**src/rtl/rf_scoreboard_if.sv**
```systemverilog
// -----------------------------------------------------------------------------
// rf_scoreboard_if
//   Groups the decode/writeback-side signals of the register-file scoreboard.
//   The decode/writeback logic (or a testbench) uses the master modport and
//   the scoreboard uses the slave modport.
//
//   Decode side : src0_addr/src0_re, src1_addr/src1_re (mirror of file p0/p1),
//                 issue, issue_we, issue_addr
//   Writeback   : wb_we, wb_addr (mirror of file we/dst_addr)
//   Control     : flush (squash in-flight writes), hlt (debug dump request)
//   Results     : stall, busy0, busy1, pending[5:0], wb_err
// -----------------------------------------------------------------------------
interface rf_scoreboard_if;
  logic [3:0] src0_addr;
  logic       src0_re;
  logic [3:0] src1_addr;
  logic       src1_re;
  logic       issue;
  logic       issue_we;
  logic [3:0] issue_addr;
  logic       wb_we;
  logic [3:0] wb_addr;
  logic       flush;
  logic       hlt;
  logic       stall;
  logic       busy0;
  logic       busy1;
  logic [5:0] pending;
  logic       wb_err;

  modport master (
    output src0_addr, src0_re, src1_addr, src1_re,
    output issue, issue_we, issue_addr,
    output wb_we, wb_addr, flush, hlt,
    input  stall, busy0, busy1, pending, wb_err
  );

  modport slave (
    input  src0_addr, src0_re, src1_addr, src1_re,
    input  issue, issue_we, issue_addr,
    input  wb_we, wb_addr, flush, hlt,
    output stall, busy0, busy1, pending, wb_err
  );
endinterface

```
**src/rtl/rf_scoreboard.sv**
```systemverilog
// -----------------------------------------------------------------------------
// rf_scoreboard
//   Tracks register-file writes that have been issued but not yet written
//   back, and holds decode when a source operand is still outstanding or the
//   destination's outstanding-write counter is already saturated.
//   One saturating counter per architectural register; R0 is never tracked
//   (its counter is held at zero so lookups of R0 always read idle).
//
//   Ports
//     clk  : rising-edge clock
//     rst  : asynchronous active-high reset (clears counters, pending, wb_err)
//     sb   : rf_scoreboard_if.slave
//            inputs  src0/src1 address+enable, issue/issue_we/issue_addr,
//                    wb_we/wb_addr, flush, hlt
//            outputs stall, busy0, busy1 (combinational from state + decode
//                    inputs), pending, wb_err (registered)
// -----------------------------------------------------------------------------
module rf_scoreboard #(
  parameter int NUM_REGS = 16,
  parameter int CNT_W    = 2
) (
  input  logic            clk,
  input  logic            rst,
  rf_scoreboard_if.slave  sb
);

  localparam logic [CNT_W-1:0]    CNT_ZERO = {CNT_W{1'b0}};
  localparam logic [CNT_W-1:0]    CNT_ONE  = {{(CNT_W-1){1'b0}}, 1'b1};
  localparam logic [CNT_W-1:0]    CNT_MAX  = {CNT_W{1'b1}};
  localparam logic [NUM_REGS-1:0] ONEHOT0  = {{(NUM_REGS-1){1'b0}}, 1'b1};
  localparam logic [3:0]          REG_ZERO = 4'd0;

  // Architectural state
  logic [CNT_W-1:0] cnt_r [NUM_REGS];
  logic [5:0]       pending_r;
  logic             wb_err_r;

  // Next-state and decode
  logic [CNT_W-1:0]    cnt_nxt_s [NUM_REGS];
  logic [5:0]          pending_nxt_s;
  logic [CNT_W-1:0]    src0_cnt_s;
  logic [CNT_W-1:0]    src1_cnt_s;
  logic [CNT_W-1:0]    dst_cnt_s;
  logic [CNT_W-1:0]    wb_cnt_s;
  logic                busy0_s;
  logic                busy1_s;
  logic                full_hit_s;
  logic                stall_s;
  logic                inc_s;
  logic                dec_s;
  logic                underflow_s;
  logic [NUM_REGS-1:0] inc_vec_s;
  logic [NUM_REGS-1:0] dec_vec_s;

  // The halt dump is a simulation-log convenience handled outside the
  // synthesizable datapath; the request has no functional effect here.
  logic unused_hlt_s;
  assign unused_hlt_s = sb.hlt;

  // Counter lookups for every port that consults the scoreboard
  assign src0_cnt_s = cnt_r[sb.src0_addr];
  assign src1_cnt_s = cnt_r[sb.src1_addr];
  assign dst_cnt_s  = cnt_r[sb.issue_addr];
  assign wb_cnt_s   = cnt_r[sb.wb_addr];

  // Hazard detection: operand busy, destination counter saturated, and the
  // resulting stall. Deliberately independent of the writeback inputs: a
  // read in its writeback cycle still stalls because the file only makes
  // the data readable one cycle later.
  always_comb begin
    busy0_s    = sb.src0_re && (sb.src0_addr != REG_ZERO) && (src0_cnt_s != CNT_ZERO);
    busy1_s    = sb.src1_re && (sb.src1_addr != REG_ZERO) && (src1_cnt_s != CNT_ZERO);
    full_hit_s = sb.issue && sb.issue_we && (sb.issue_addr != REG_ZERO) &&
                 (dst_cnt_s == CNT_MAX);
    stall_s    = sb.issue && (busy0_s || busy1_s || full_hit_s);
  end

  // Increment/decrement qualification. A writeback to an idle register is
  // dropped and flagged instead of wrapping the counter.
  always_comb begin
    inc_s       = sb.issue && !stall_s && sb.issue_we && (sb.issue_addr != REG_ZERO);
    dec_s       = sb.wb_we && (sb.wb_addr != REG_ZERO) && (wb_cnt_s != CNT_ZERO);
    underflow_s = sb.wb_we && (sb.wb_addr != REG_ZERO) && (wb_cnt_s == CNT_ZERO);
    if (inc_s) begin
      inc_vec_s = ONEHOT0 << sb.issue_addr;
    end else begin
      inc_vec_s = {NUM_REGS{1'b0}};
    end
    if (dec_s) begin
      dec_vec_s = ONEHOT0 << sb.wb_addr;
    end else begin
      dec_vec_s = {NUM_REGS{1'b0}};
    end
  end

  // Per-register next count. Flush wins over everything; an increment and
  // decrement landing on the same register cancel out.
  always_comb begin
    for (int r = 0; r < NUM_REGS; r++) begin
      if (r == 0) begin
        cnt_nxt_s[r] = CNT_ZERO;
      end else if (sb.flush) begin
        cnt_nxt_s[r] = CNT_ZERO;
      end else if (inc_vec_s[r] && !dec_vec_s[r]) begin
        cnt_nxt_s[r] = cnt_r[r] + CNT_ONE;
      end else if (dec_vec_s[r] && !inc_vec_s[r]) begin
        cnt_nxt_s[r] = cnt_r[r] - CNT_ONE;
      end else begin
        cnt_nxt_s[r] = cnt_r[r];
      end
    end
  end

  // Running total kept in step with the counters so pending never needs an
  // adder tree across all registers. inc and dec on different registers
  // also net to zero.
  always_comb begin
    if (sb.flush) begin
      pending_nxt_s = 6'd0;
    end else if (inc_s && !dec_s) begin
      pending_nxt_s = pending_r + 6'd1;
    end else if (dec_s && !inc_s) begin
      pending_nxt_s = pending_r - 6'd1;
    end else begin
      pending_nxt_s = pending_r;
    end
  end

  // State registers. wb_err is sticky until reset and is not cleared by
  // flush; it is judged against the pre-flush counts.
  always_ff @(posedge clk or posedge rst) begin
    if (rst) begin
      for (int r = 0; r < NUM_REGS; r++) begin
        cnt_r[r] <= CNT_ZERO;
      end
      pending_r <= 6'd0;
      wb_err_r  <= 1'b0;
    end else begin
      for (int r = 0; r < NUM_REGS; r++) begin
        cnt_r[r] <= cnt_nxt_s[r];
      end
      pending_r <= pending_nxt_s;
      wb_err_r  <= wb_err_r | underflow_s;
    end
  end

  assign sb.stall   = stall_s;
  assign sb.busy0   = busy0_s;
  assign sb.busy1   = busy1_s;
  assign sb.pending = pending_r;
  assign sb.wb_err  = wb_err_r;

endmodule

```
**src/flat_wrapper.sv**
```systemverilog
// flat-port wrapper written by rule: the top's interface ports become plain ports
module rf_scoreboard_flat 
#(
  parameter int NUM_REGS = 16,
  parameter int CNT_W    = 2
)
  (clk, rst, sb_src0_addr, sb_src0_re, sb_src1_addr, sb_src1_re, sb_issue, sb_issue_we, sb_issue_addr, sb_wb_we, sb_wb_addr, sb_flush, sb_hlt, sb_stall, sb_busy0, sb_busy1, sb_pending, sb_wb_err);
  rf_scoreboard_if sb_i ();
  input  logic clk;
  input  logic rst;
  input wire logic [$bits(sb_i.src0_addr)-1:0] sb_src0_addr;
  input wire logic [$bits(sb_i.src0_re)-1:0] sb_src0_re;
  input wire logic [$bits(sb_i.src1_addr)-1:0] sb_src1_addr;
  input wire logic [$bits(sb_i.src1_re)-1:0] sb_src1_re;
  input wire logic [$bits(sb_i.issue)-1:0] sb_issue;
  input wire logic [$bits(sb_i.issue_we)-1:0] sb_issue_we;
  input wire logic [$bits(sb_i.issue_addr)-1:0] sb_issue_addr;
  input wire logic [$bits(sb_i.wb_we)-1:0] sb_wb_we;
  input wire logic [$bits(sb_i.wb_addr)-1:0] sb_wb_addr;
  input wire logic [$bits(sb_i.flush)-1:0] sb_flush;
  input wire logic [$bits(sb_i.hlt)-1:0] sb_hlt;
  output wire logic [$bits(sb_i.stall)-1:0] sb_stall;
  output wire logic [$bits(sb_i.busy0)-1:0] sb_busy0;
  output wire logic [$bits(sb_i.busy1)-1:0] sb_busy1;
  output wire logic [$bits(sb_i.pending)-1:0] sb_pending;
  output wire logic [$bits(sb_i.wb_err)-1:0] sb_wb_err;
  assign sb_i.src0_addr = sb_src0_addr;
  assign sb_i.src0_re = sb_src0_re;
  assign sb_i.src1_addr = sb_src1_addr;
  assign sb_i.src1_re = sb_src1_re;
  assign sb_i.issue = sb_issue;
  assign sb_i.issue_we = sb_issue_we;
  assign sb_i.issue_addr = sb_issue_addr;
  assign sb_i.wb_we = sb_wb_we;
  assign sb_i.wb_addr = sb_wb_addr;
  assign sb_i.flush = sb_flush;
  assign sb_i.hlt = sb_hlt;
  assign sb_stall = sb_i.stall;
  assign sb_busy0 = sb_i.busy0;
  assign sb_busy1 = sb_i.busy1;
  assign sb_pending = sb_i.pending;
  assign sb_wb_err = sb_i.wb_err;
  rf_scoreboard #(.NUM_REGS(NUM_REGS), .CNT_W(CNT_W)) u_core (.clk(clk), .rst(rst), .sb(sb_i));
endmodule
```
**config.mk**
```make
export PLATFORM = sky130hd
export DESIGN_NAME = rf_scoreboard_flat
export DESIGN_NICKNAME = d
export VERILOG_FILES = /design/src/rtl/rf_scoreboard_if.sv /design/src/rtl/rf_scoreboard.sv /design/src/flat_wrapper.sv
export SDC_FILE = /design/constraint.sdc
export NUM_CORES = 1
export LEC_CHECK = 0
export CAP_MARGIN = 20
export CORE_MARGIN = 1.5
export CORE_UTILIZATION = 40
export CTS_CLUSTER_DIAMETER = 40
export DETAILED_ROUTE_END_ITERATION = 10
export SKIP_LAST_GASP = 1
export SLEW_MARGIN = 20
export SYNTH_ARGS = -nofsm -noshare
export SYNTH_HDL_FRONTEND = slang
export SYNTH_SLANG_ARGS = --single-unit
export TNS_END_PERCENT = 100
```
**constraint.sdc**
```tcl
create_clock -name clk -period 9 [get_ports clk]
set_input_delay 2.25 -clock clk [delete_from_list [all_inputs] [get_ports clk]]
set_output_delay 2.25 -clock clk [all_outputs]
set_load 0.02 [all_outputs]
```
### Word-level counts from Yosys, hierarchy flattened

Index checks and enable logic that the tools add are counted.

* bits in registers: 37
* input port bits: 25
* word-level logic and storage cells: 228

* add/sub/neg operators: 32
* order comparisons: 4
* equality and inequality tests: 1
* shift operators: 2
* multiplexer cells: 62
* bitwise logic cells: 5
* reduce and logical (&&, ||, !) cells: 105

Operators with widths (count)
* $mux W2: 53
* $reduce_bool A3 Y1: 16
* $logic_and A1 B1 Y1: 46
* $logic_not A1 Y1: 33
* $bmux W2 S4: 4
* $mux W16: 2
* $shl A1 B4 Y16 const A: 2
* $add A2 B1 Y2 const B: 15
* $sub A2 B1 Y2 const B: 15
* $ge A5 B5 Y1 const B: 4
* $not A4 Y5: 4
* $mux W6: 3
* $reduce_bool A4 Y1: 4
* $add A6 B1 Y6 const B: 1
* $reduce_bool A2 Y1: 3
* $sub A6 B1 Y6 const B: 1
* $eq A2 B2 Y1 const B: 1
* $logic_not A2 Y1: 1
* $logic_or A1 B1 Y1: 2
* $or A1 B1 Y1: 1

### Depth between registers and ports, before layout

* depth in word-level cells: 19
* gate-level depth with buffers: 18
* depth with buffers taken out: 14

### Least setup slack after synthesis

Ideal clock, no wire load.

* kind: input to output
* from: input sb_src0_addr[0]
* to: output sb_stall
* data arrival time: 4.143 ns
* slack: 2.607 ns
* stages: 7
* cell sequence: buf_2 > nand2b_1 > o22ai_1 > o22ai_1 > a2111oi_4 > nor2_1 > a21boi_0

* cells in the longest elaborated chain, start to end: 9
* elaborated cells on any way between the ends: 11

RTL lines
* from (decl): line flat_wrapper.sv:11 `input wire logic [$bits(sb_i.src0_addr)-1:0] sb_src0_addr;`
* $not A4 Y5 (implied by the code): line rf_scoreboard.sv:61 `assign src0_cnt_s = cnt_r[sb.src0_addr];`
* $bmux W2 S4: line rf_scoreboard.sv:61
* $mux W2 (implied by the code) (2 in series): line rf_scoreboard.sv:61
* $reduce_bool A2 Y1: line rf_scoreboard.sv:71 `busy0_s = sb.src0_re && (sb.src0_addr != REG_ZERO) && (src0_cnt_s != CNT_ZERO);`
* $logic_and A1 B1 Y1 (*): line rf_scoreboard.sv:71
* net sb_busy0: line flat_wrapper.sv:23 `output wire logic [$bits(sb_i.busy0)-1:0] sb_busy0;`
* $logic_or A1 B1 Y1 (*) (2 in series): line rf_scoreboard.sv:75 `stall_s = sb.issue && (busy0_s || busy1_s || full_hit_s);`
* $logic_and A1 B1 Y1 (*): line rf_scoreboard.sv:75
* to (decl): line flat_wrapper.sv:22 `output wire logic [$bits(sb_i.stall)-1:0] sb_stall;`

The timed path passes the listed nets; every way through them passes the cells marked *. The select of a mux whose other input is x is not followed.

### Worst setup path after layout

* from: input sb_src0_addr[2]
* to: output sb_stall

* cells in the longest elaborated chain, start to end: 9
* elaborated cells on any way between the ends: 11

RTL lines (line)
* $not A4 Y5 (implied by the code): rf_scoreboard.sv:61
* $bmux W2 S4: rf_scoreboard.sv:61
* $mux W2 (implied by the code) (2 in series): rf_scoreboard.sv:61
* $reduce_bool A2 Y1: rf_scoreboard.sv:71
* $logic_and A1 B1 Y1 (*): rf_scoreboard.sv:71
* $logic_or A1 B1 Y1 (*) (2 in series): rf_scoreboard.sv:75
* $logic_and A1 B1 Y1 (*): rf_scoreboard.sv:75

Mark *: on every way between the ends. The rest lies on a longest branch, timed or not. The select of a mux whose other input is x is not followed.

==> impl_metrics.json <==
{
  "fin_crit_ps": 7380,
  "grt_pass1_vias": 2916,
  "placementRows": 32,
  "ir_drop_v": 0.0000533,
  "finalNonFillerCells": 509,
  "antenna_left": 0,
  "syn_avg_cell_area_um2": 8.37,
  "synth_nets": 413,
  "min-delay-start": "u_core.sb.wb_err",
  "path_max_fanout": 13,
  "synth-edff-count": 0,
  "hold_viol": 0,
  "reg2reg_to": "u_core.sb.pending[5]",
  "floorplan.die_area_um2": 8560,
  "rr_startpoint": "u_core.cnt_r[22]",
  "power_density_nw_per_um2": 113,
  "dp_cells": 501,
  "slew_headroom_pct": 40.1,
  "synthesis.area_um2": 3210,
  "maxCapViolations": 0,
  "rsz0062_at_grt": "false",
  "drive_above_1_share_pct": 7.62,
  "viasPerCell": 5.96,
  "die_h_um": 92.5,
  "yosys_warnings": 0,
  "diodes": 0,
  "num-nets-final": 436,
  "holdBufCountCts": 0,
  "cts.sinks": 37,
  "drt_wl_total_mm": 9.06,
  "antenna_found_initial": 0,
  "cts_made_buffers": 5,
  "clkLatencyLatePin_ps": 290,
  "synth_top_area_share_pct": 28.9,
  "drc_errors": 0,
  "multi_input_area_um2": 2130,
  "via_count": 3036,
  "hold_class": "reg2reg",
  "gp_congestion": 0.931,
  "grt_usage_pct": 22.4,
  "cts_setup_buffers": 0,
  "detailed_place_hpwl_mm": 6.41,
  "crit_type": "in2out",
  "seqCellArea_um2": 926,
  "wire_per_inst_um": 17.8,
  "grt_pass1_wl_mm": 15.1,
  "ctsResizeCount": 0,
  "fin_tns_setup_ps": 0,
  "grt_max_degree": 43,
  "portBuffers": 33,
  "root_buffer": "clkbuf_8",
  "cts_buffer_depth": 2,
  "ys.flop_type": "dfrtp_1",
  "drt_iter0_drc": 298,
  "crit_start": "sb_src0_addr[2]",
  "io_pins": 35,
  "dr.pass1.iters": 5,
  "fin_skew_ps": 5.88,
  "nFillCells": 756,
  "critPathRequiredTime_ps": 6750,
  "r2r_setup_slack_ps": 4470,
  "status": "finished, final reports clean",
  "synth_most_common_cell": "dfrtp_1",
  "power.total_uw": 416,
  "syn_to_final_growth_pct": 14.8,
  "whs_path_depth": 2,
  "synth_area_leader_cell": "dfrtp_1",
  "slew_violations": 0,
  "end_kind": "primary output",
  "synth.area.top_cells": "dfrtp_1 29%, a21oi_1 4.2%, nor3_1 4.2%, mux4_2 4.2%, nor2_1 4.1%",
  "initial_utilization_pct": 41.5,
  "ys_top_cells_by_count": "37 x dfrtp_1, 35 x nor2_1, 27 x a21oi_1, 27 x nor3_1, 21 x nor2b_1",
  "worstRegToRegCells": 15,
  "fp.dieW_um": 92.5,
  "leakage_uw": 0.00149,
  "async_flop_share_pct": 100,
  "cts_tree": "yes",
  "ys_ff_latch": 37,
  "yosysSeqAreaShare_pct": 28.9,
  "htreeDepth": 2,
  "tightest_slew_ps": 897,
  "arrival_ps": 5130,
  "cp-start-kind": "input pin",
  "setup_violations": 0,
  "max_clock_freq_mhz": 136,
  "timing.final.crit_share_pct": 82.0,
  "min_to": "u_core.sb.wb_err",
  "core_um2": 7730,
  "gr-total-overflow": 0,
  "syn_inst": 383,
  "synth.distinct_cells": 61,
  "path_clk_slew_ps": 80
}
==> power breakdown <==
part / switching, uW / internal [uW]
clock: 65.8 / 55.0
combinational: 66.5 / 52.7
sequential: 5.16 / 171
==> sequential cells by signal, summed over array words and instances, names as in the netlist <==
register	cells
u_core.cnt_r	30
u_core.sb.wb_err	1
u_core.sb.pending	6
==> worst max path at each step <==
stage	depth (start not counted)	end	slack (ps)
floorplan	7	sb_stall	2610
global placement	8	sb_stall	1600
detailed placement	8	sb_stall	1650
CTS	7	sb_stall	1640
global route	8	sb_stall	1450
finish	8	sb_stall	1620
==> routing by layer <==
layer | part of all wire, % | up-vias | track usage, %
li1 | - | 1470 | -
met1 | 47 | 1453 | 33.3
met2 | 45 | 101 | 33.8
met3 | 6.5 | 12 | 3.28
met4 | 1.2 | 0 | 5.77
met5 | 0 | - | 0
==> area by class of cell <==
class,count,area share (%)
inverter,14,1.43
multi-input combinational,311,57.9
clock buffer,7,2.07
sequential,37,25.2
timing repair buffer,37,9.79
tap,102,3.47
clock inverter,1,0.204
==> per-stage QoR <==
step	hold slack [ps]	util [%]	worst slack, ps	area, um^2
5_1_grt	509	47.6	1450	3680
6_report	476	47.6	1620	3680
4_1_cts	490	47.6	1640	3680
3_5_place_dp	469	46.6	1650	3600
2_1_floorplan	523	-	2610	3210
3_3_place_gp	466	46.6	1600	3600
==> critical path, stage by stage <==
cell             delay (ps)
clkdlybuf4s50_1         640
nor3b_1                 260
o21ai_0                 260
a21oi_1                 160
a2111oi_4               560
nor2_1                  180
a21boi_0                190
clkdlybuf4s50_1         630
==> cells in the final DEF (no fill, tap or decap), drive strengths merged, types with 5 or more instances in the layout <==
cell           Yosys  layout
a21o               5       5
a21oi             27      27
a31oi              8       8
and3              19      19
clkbuf            11       7
clkdlybuf4s50      0      33
dfrtp             37      37
inv               14      14
mux2               6       6
mux2i              5       5
mux4               6       6
nand2             19      19
nand2b             6       6
nand3             14      14
nand4              8       8
nor2              35      35
nor2b             21      21
nor3              27      27
nor3b              8       8
o211ai            11      11
o21ai             15      15
xnor2             10      10
xor2               9       9
==> cell families after synthesis <==
family          after synthesis  share of synthesized area [%]
buf+inv                      35                           4.64
compound gates               95                           20.9
simple gates                175                           30.1
flops                        37                           28.9
fa+ha+maj                     5                           2.19
mux                          17                           7.88
xor+xnor                     19                           5.43
(Power assumes the default switching activity.)
